`src/rtl/i2c_reg_pkg.sv`:
```
// Shared types and helpers for the i2c_reg_bank register bank.
//   i2c_reg_state_e : byte-level decode state
//   PTR_W           : register pointer width
//   OOR_DATA        : read data returned for an out-of-range pointer
//   next_ptr()      : pointer advance with wrap at num_regs-1
package i2c_reg_pkg;

  typedef enum logic [1:0] {
    IDLE  = 2'd0,
    SEL   = 2'd1,
    WDATA = 2'd2,
    RDATA = 2'd3
  } i2c_reg_state_e;

  localparam int unsigned PTR_W = 8;
  localparam logic [7:0]  OOR_DATA = 8'hFF;

  // The last valid index wraps to 0. An out-of-range pointer keeps
  // counting through 255 and then wraps to 0 through natural overflow.
  function automatic logic [PTR_W-1:0] next_ptr(input logic [PTR_W-1:0] ptr,
                                                 input int unsigned      num_regs);
    if (ptr == PTR_W'(num_regs - 1))
      return '0;
    else
      return ptr + 1'b1;
  endfunction

endpackage

```
`src/rtl/i2c_reg_ptr.sv`:
```
// Register pointer for i2c_reg_bank.
// Ports:
//   clk, rst     : clock, asynchronous active-high reset (ptr -> 0)
//   load         : load ptr from load_val (pointer byte); has priority
//   load_val     : new pointer value
//   advance      : step the pointer after a data byte
//   ptr          : current register pointer
//   in_range     : ptr < NUM_REGS
// Build option: I2C_REG_AUTOINC_EN enables stepping on advance. Without
// it the pointer holds, so bursts keep addressing the same register.
module i2c_reg_ptr
  import i2c_reg_pkg::*;
#(
  parameter int unsigned NUM_REGS = 4
) (
  input  logic             clk,
  input  logic             rst,
  input  logic             load,
  input  logic [PTR_W-1:0] load_val,
  input  logic             advance,
  output logic [PTR_W-1:0] ptr,
  output logic             in_range
);

  logic [PTR_W-1:0] step_ptr;

  always_comb begin
`ifdef I2C_REG_AUTOINC_EN
    step_ptr = next_ptr(ptr, NUM_REGS);
`else
    step_ptr = ptr;
`endif
  end

  always_ff @(posedge clk or posedge rst) begin
    if (rst)
      ptr <= '0;
    else if (load)
      ptr <= load_val;
    else if (advance)
      ptr <= step_ptr;
  end

  assign in_range = ({1'b0, ptr} < 9'(NUM_REGS));

endmodule

```
`src/rtl/i2c_reg_bank.sv`:
```
// Parametrised register bank behind the byte-level i2c_slave. Decodes the
// byte-complete handshake into pointer set, burst writes and burst reads.
// Ports:
//   clk, rst   : clock, asynchronous active-high reset
//   sl_start   : START / repeated START pulse
//   sl_stop    : STOP pulse
//   sl_ack     : high during the ACK slot of each data byte
//   sl_r, sl_w : transfer direction (both high is treated as write)
//   sl_rxdata  : byte received from the master
//   sl_txdata  : registered byte presented to the master
//   ro_data    : live values for read-only registers
//   reg_q      : register contents, RO entries mirror ro_data
//   wr_stb     : one-cycle pulse per accepted write
//   wr_addr    : index of the last accepted write
//   err_cnt    : saturating count of rejected writes
// Build option: I2C_REG_AUTOINC_EN enables pointer auto-increment.
module i2c_reg_bank
  import i2c_reg_pkg::*;
#(
  parameter int unsigned          NUM_REGS     = 4,
  parameter logic [NUM_REGS*8-1:0] RESET_VALUES = {8'd0, 8'd0, 8'd6, 8'd5},
  parameter logic [NUM_REGS-1:0]   RO_MASK      = 4'b0000,
  parameter int unsigned          ERR_W        = 8
) (
  input  logic                  clk,
  input  logic                  rst,
  input  logic                  sl_start,
  input  logic                  sl_stop,
  input  logic                  sl_ack,
  input  logic                  sl_r,
  input  logic                  sl_w,
  input  logic [7:0]            sl_rxdata,
  output logic [7:0]            sl_txdata,
  input  logic [NUM_REGS*8-1:0] ro_data,
  output logic [NUM_REGS*8-1:0] reg_q,
  output logic                  wr_stb,
  output logic [7:0]            wr_addr,
  output logic [ERR_W-1:0]      err_cnt
);

  // ro_data is not valid during reset, so an RO reg0 drives zero.
  localparam logic [7:0] TX_RST = RO_MASK[0] ? 8'h00 : RESET_VALUES[7:0];

  i2c_reg_state_e   state_q, state_d;
  logic             ack_d;
  logic             evt;
  logic [7:0]       regs [NUM_REGS];
  logic [PTR_W-1:0] ptr;
  logic             in_range;
  logic             ptr_load, ptr_adv, wr_en, wr_rej;
  logic             cur_ro;
  logic [7:0]       cur_rw_val, cur_ro_val, tx_d;

  assign evt = sl_ack & ~ack_d;

  i2c_reg_ptr #(
    .NUM_REGS (NUM_REGS)
  ) u_ptr (
    .clk      (clk),
    .rst      (rst),
    .load     (ptr_load),
    .load_val (sl_rxdata),
    .advance  (ptr_adv),
    .ptr      (ptr),
    .in_range (in_range)
  );

  // Selected-register view; a pointer beyond NUM_REGS matches nothing.
  always_comb begin
    cur_ro     = 1'b0;
    cur_rw_val = '0;
    cur_ro_val = '0;
    for (int unsigned i = 0; i < NUM_REGS; i++) begin
      if (ptr == PTR_W'(i)) begin
        cur_ro     = RO_MASK[i];
        cur_rw_val = regs[i];
        cur_ro_val = ro_data[i*8 +: 8];
      end
    end
  end

  // Stop beats start, start beats a byte event (the event is dropped).
  always_comb begin
    state_d  = state_q;
    ptr_load = 1'b0;
    ptr_adv  = 1'b0;
    wr_en    = 1'b0;
    wr_rej   = 1'b0;
    if (sl_stop) begin
      state_d = IDLE;
    end else if (sl_start) begin
      state_d = SEL;
    end else if (evt) begin
      case (state_q)
        SEL: begin
          if (sl_w) begin
            ptr_load = 1'b1;
            state_d  = WDATA;
          end else if (sl_r) begin
            ptr_adv = 1'b1;
            state_d = RDATA;
          end
        end
        WDATA: begin
          ptr_adv = 1'b1;
          if (in_range && !cur_ro)
            wr_en = 1'b1;
          else
            wr_rej = 1'b1;
        end
        RDATA:   ptr_adv = 1'b1;
        default: ;
      endcase
    end
  end

  always_comb begin
    if (!in_range)
      tx_d = OOR_DATA;
    else if (cur_ro)
      tx_d = cur_ro_val;
    else
      tx_d = cur_rw_val;
  end

  always_ff @(posedge clk or posedge rst) begin
    if (rst) begin
      state_q   <= IDLE;
      ack_d     <= 1'b0;
      sl_txdata <= TX_RST;
      wr_stb    <= 1'b0;
      wr_addr   <= '0;
      err_cnt   <= '0;
    end else begin
      state_q   <= state_d;
      ack_d     <= sl_ack;
      sl_txdata <= tx_d;
      wr_stb    <= wr_en;
      if (wr_en)
        wr_addr <= ptr;
      if (wr_rej && (err_cnt != '1))
        err_cnt <= err_cnt + 1'b1;
    end
  end

  always_ff @(posedge clk or posedge rst) begin
    if (rst) begin
      for (int unsigned i = 0; i < NUM_REGS; i++)
        regs[i] <= RESET_VALUES[i*8 +: 8];
    end else if (wr_en) begin
      for (int unsigned i = 0; i < NUM_REGS; i++)
        if (ptr == PTR_W'(i))
          regs[i] <= sl_rxdata;
    end
  end

  always_comb begin
    reg_q = '0;
    for (int unsigned i = 0; i < NUM_REGS; i++)
      reg_q[i*8 +: 8] = RO_MASK[i] ? ro_data[i*8 +: 8] : regs[i];
  end

endmodule

```
`config.mk`:
```
export PLATFORM = sky130hd
export DESIGN_NAME = i2c_reg_bank
export DESIGN_NICKNAME = d
export VERILOG_FILES = /design/src/rtl/i2c_reg_pkg.sv /design/src/rtl/i2c_reg_ptr.sv /design/src/rtl/i2c_reg_bank.sv
export SDC_FILE = /design/constraint.sdc
export NUM_CORES = 1
export LEC_CHECK = 0
export CAP_MARGIN = 20
export CELL_PAD_IN_SITES_DETAIL_PLACEMENT = 1
export CELL_PAD_IN_SITES_GLOBAL_PLACEMENT = 2
export CORE_ASPECT_RATIO = 0.75
export CORE_MARGIN = 2
export CORE_UTILIZATION = 25
export CTS_CLUSTER_SIZE = 8
export DETAILED_ROUTE_END_ITERATION = 8
export GPL_TIMING_DRIVEN = 0
export PLACE_DENSITY_LB_ADDON = 0.1
export SLEW_MARGIN = 20
export SYNTH_ARGS = -nofsm -noshare
export SYNTH_HDL_FRONTEND = slang
export SYNTH_HIERARCHICAL = 1
export SYNTH_SLANG_ARGS = --single-unit
```
`constraint.sdc`:
```
create_clock -name clk -period 3.8 [get_ports clk]
set_input_delay 0.95 -clock clk [delete_from_list [all_inputs] [get_ports clk]]
set_output_delay 0.95 -clock clk [all_outputs]
set_load 0.02 [all_outputs]
```
Yosys cells after proc, flatten, opt, wreduce, memory -nomap -nowiden --
Index checks and enable logic that the tools add are counted.
Word-level totals: register bits after elaboration 68, logic and storage cells 57
Operators by class: add/subtract/negate cells 1, $lt $le $gt $ge 1, equality and inequality tests 6, mux-type cells 26, bitwise operators 2, reductions and logical operators 10
Operator list (number):
- $mux W8 | 5
- $eq A8 B2 Y1 const B | 2
- $mux W1 | 15
- $mux W2 | 6
- $add A8 B1 Y8 const B | 1
- $eq A8 B1 Y1 const B | 1
- $logic_not A8 Y1 | 1
- $lt A8 B3 Y1 const B | 1
- $ne A8 B8 Y1 const B | 1
- $reduce_and A2 Y1 | 4
- $reduce_bool A3 Y1 | 2
- $reduce_bool A4 Y1 | 1
- $reduce_and A3 Y1 | 1
- $eq A2 B1 Y1 const B | 1
- $eq A2 B2 Y1 const B | 1
- $and A1 B1 Y1 | 1
- $logic_and A1 B1 Y1 | 1
- $not A1 Y1 | 1

Logic depth before layout (Yosys ltp) --
word-level depth 7, gate-level depth with buffers 8

By module --
Netlist, hierarchy kept.
Modules (own cells, without submodules):
- i2c_reg_bank | times used 1, cells an instance 176, area each 2635.0 µm², seq. area each 1508.9 µm²
- i2c_reg_ptr | times used 1, cells an instance 20, area each 320.3 µm², seq. area each 200.2 µm²

Worst setup path after synthesis --
No wires, ideal clock.
path kind flip-flop to flip-flop, start register u_ptr.ptr[5], end register regs (netlist bit reg_q[1]), setup time 0.125 ns, data arrival time 2.308 ns, data required time 3.675 ns, slack 1.367 ns, cell stages (with the launch flop) 9, path buffers 3, clock period less this slack 2.433 ns, cell sequence dfrtp_1 or4_4 nor3_2 clkbuf_1 and4b_1 buf_4 and4bb_2 buf_4 mux2_2
Between the ends: longest elaborated chain between the ends 7, elaborated cells between the ends (all ways) 8, classes of those cells order compare (1); mux (5); reduce/logical (2)
RTL lines:
- from (decl) | RTL line i2c_reg_ptr.sv:21 | output logic [PTR_W-1:0] ptr,
- from (signal assigned) | RTL line i2c_reg_ptr.sv:39 | ptr <= load_val;
- from (signal assigned) | RTL line i2c_reg_ptr.sv:41 | ptr <= step_ptr;
- $lt A8 B3 Y1 | RTL line i2c_reg_ptr.sv:44 | assign in_range = ({1'b0, ptr} < 9'(NUM_REGS));
- named net in_range | RTL line i2c_reg_bank.sv:49 | logic in_range;
- $mux W1 | RTL line i2c_reg_bank.sv:106 | if (in_range && !cur_ro)
- $mux W1 | RTL line i2c_reg_bank.sv:94 | case (state_q)
- $mux W1 | RTL line i2c_reg_bank.sv:93 | end else if (evt) begin
- $mux W1 | RTL line i2c_reg_bank.sv:91 | end else if (sl_start) begin
- $mux W1 | RTL line i2c_reg_bank.sv:89 | if (sl_stop) begin
- $reduce_and A2 Y1 (no source line)
- to (signal, indexed assignment) | RTL line i2c_reg_bank.sv:149 | regs[i] <= RESET_VALUES[i*8 +: 8];
- to (signal, indexed assignment) | RTL line i2c_reg_bank.sv:153 | regs[i] <= sl_rxdata;
- to (decl) | RTL line i2c_reg_bank.sv:47 | logic [7:0] regs [NUM_REGS];
The timed path passes the listed nets, and every way through them passes these cells. A chain may end at the register's enable or synchronous reset.

Final worst setup path --
start register u_ptr.ptr[5], end register regs (netlist bit reg_q[15])
Between the ends: longest elaborated chain between the ends 7, elaborated cells between the ends (all ways) 8, classes of those cells order compare (1); eq/ne (1); mux (5); reduce/logical (1)
RTL lines:
- $lt A8 B3 Y1 | RTL line i2c_reg_ptr.sv:44
- named net in_range | RTL line i2c_reg_bank.sv:49
- $mux W1 | RTL line i2c_reg_bank.sv:106
- $mux W1 | RTL line i2c_reg_bank.sv:94
- $mux W1 | RTL line i2c_reg_bank.sv:93
- $mux W1 | RTL line i2c_reg_bank.sv:91
- $mux W1 | RTL line i2c_reg_bank.sv:89
- named net wr_en | RTL line i2c_reg_bank.sv:50 | logic ptr_load, ptr_adv, wr_en, wr_rej;
- $reduce_and A2 Y1 (no source line)
The timed path passes the listed nets, and every way through them passes these cells.

==> metrics.txt <==
drt wl/cell ~17 um; layout cells sized above 1 between 30% and 40%; Resize count post-CTS 0; number of port buffers just over 70; CTS hold repair buffers 0; Hold Fails Final Rpt 0; startpoint types flip-flop; Mean Syn Cell Area around 15 um^2; RSZ-0062 raised after global routing false; post-layout minimum cycle time 2980 ps; TNS Setup 0 ps; CTS tree yes; Syn Nets 242; violation count after the first detailed-route iteration between 70 and 80; headroom to the max-slew limit between 50% and 60%; H-Tree Depth 3; initial antenna violation count 0; clock sink count 68; grt ovf 0; synth warn 6; fmax between 300 and 400 MHz; reg-to-reg setup timing slack a little over 800 ps; cell area after layout around 4200 um^2; Post-CTS Repair Setup Buffers 0; WP buf/inv 3; RD Place Congestion roughly 0.7; critical path class flip-flop to flip-flop; Worst path top cell family by delay simple AND/OR/NAND/NOR gates; largest net degree at the start of global routing 44; global-route wire length before repair between 10 and 15 mm; leakage ~0.0019 uW; # diodes 0; drt drc 0; cell count after synthesis between 150 and 200; pwr/cell area ~460 nW/um^2; most common cell after layout, fill and taps aside clkdlybuf4s50_1; Avg Vias per Cell ~4.2; crit-path max cell delay between 500 and 600 ps; root buffer cell clkbuf_16; clk_lat worst skew about 330 ps; Final setup viols 0; synthesized area roughly 2900 um^2; CP Capture Type flip-flop; max-cap viol count 0; Slew Limit Fails 0; Post-DP HPWL 5.21 mm; CP required about 4000 ps; vias between 1500 and 2000; Peak supply drop between 0.2 and 0.25 mV; cells along the critical path or4_4, nor3_2, clkbuf_1, and4b_1, buf_4, buf_6, nand4b_4, mux2_4; ANT nets after route 0; Area growth, synth to finish 42.3%; placed cell area 3880 um^2; Die ar. around 13000 um^2; IO Count 104; Hold Crit Class flip-flop to flip-flop; Die Span Y just under 100 um; crit path max fanout 10; DRT Pass-1 Iters 4; most frequent cells in the layout 71 x clkdlybuf4s50_1, 62 x dfrtp_1, 43 x mux2_2; fin crit share 78.5%; clock transition at the registers of the reported paths 60 ps; filler instances between 1000 and 1500; CTS buffer count 9; Nets 325; Rows 34; CTS max path bufs 2; status complete, no violations; Crit-path slowest cell clkbuf_1; final core occ 36.3%; worst slew pin tran around 720 ps; Die Wd 129 um; final WL ~7.6 mm; worst hold slack around 500 ps; Worst Clk Skew just over 8 ps; Starting Density between 20% and 30%; vias in the first global route a little over 2000; CORE AREA 11500 um^2; Critical Path AT between 3000 and 4000 ps; GRT Overall Usage approximately an eighth
## layer usage
layer / global-route usage, % / wire length (um) / vias to the layer above
li1: - / - / 860
met2: 19.0 / 3440 / 39
met5: 0 / 0 / -
met1: 18.5 / 3740 / 954
met3: 4.27 / 349 / 10
met4: 4.26 / 108 / 0
## worst register-to-register path, cell delays in order, from the launching register on
cell	delay (ps)
dfrtp_1	440
or4_4	530
nor3_2	100
clkbuf_1	570
and4b_1	290
buf_4	150
buf_6	170
nand4b_4	250
mux2_4	370
## state kept, by name, indices dropped and copies added (netlist names)
name	count
state_q	2
err_cnt	8
wr_stb	1
ack_d	1
sl_txdata	8
wr_addr	8
reg_q	32
u_ptr/ptr	8
## layout make-up
class,instances,area (um^2),area share [%]
flip-flops and latches,68,1710,40.9
multi-input cells,115,1160,27.6
repair buffers,72,738,17.7
clock buffers,14,264,6.31
well taps,162,203,4.85
plain buffers,8,62.6,1.50
clock inverters,2,35.0,0.838
inverters,3,13.8,0.329
## power breakdown
part / switching (uW) / total (uW) / internal (uW) / leakage (uW)
clock network: 299 / 842 / 543 / 0.000147
registers: 32.7 / 808 / 776 / 0.000898
logic: 155 / 283 / 128 / 0.000850
total: 487 / 1930 / 1450 / 0.00190
## stage by stage
step	cells	setup slack [ps]	total power [uW]
floorplan	194	1370	969
global placement	427	-24.7	1110
detailed placement	428	661	1110
CTS	444	725	1980
global route	444	674	2030
finish	444	818	1930
## final timing paths
check,cells after the start,start,endpoint
setup / recovery,8,u_ptr/ptr[5]$_DFFE_PP0P_,reg_q[15]$_DFFE_PP0P_
hold / removal,1,err_cnt[6]$_DFFE_PP0P_,err_cnt[6]$_DFFE_PP0P_
max in group asynchronous,3,rst,reg_q[2]$_DFFE_PP1P_
setup reg to reg,8,u_ptr/ptr[5]$_DFFE_PP0P_,reg_q[15]$_DFFE_PP0P_
min in group asynchronous,2,rst,reg_q[24]$_DFFE_PP0P_
hold reg to reg,1,err_cnt[6]$_DFFE_PP0P_,err_cnt[6]$_DFFE_PP0P_
Power figures use the tool's default switching activity.
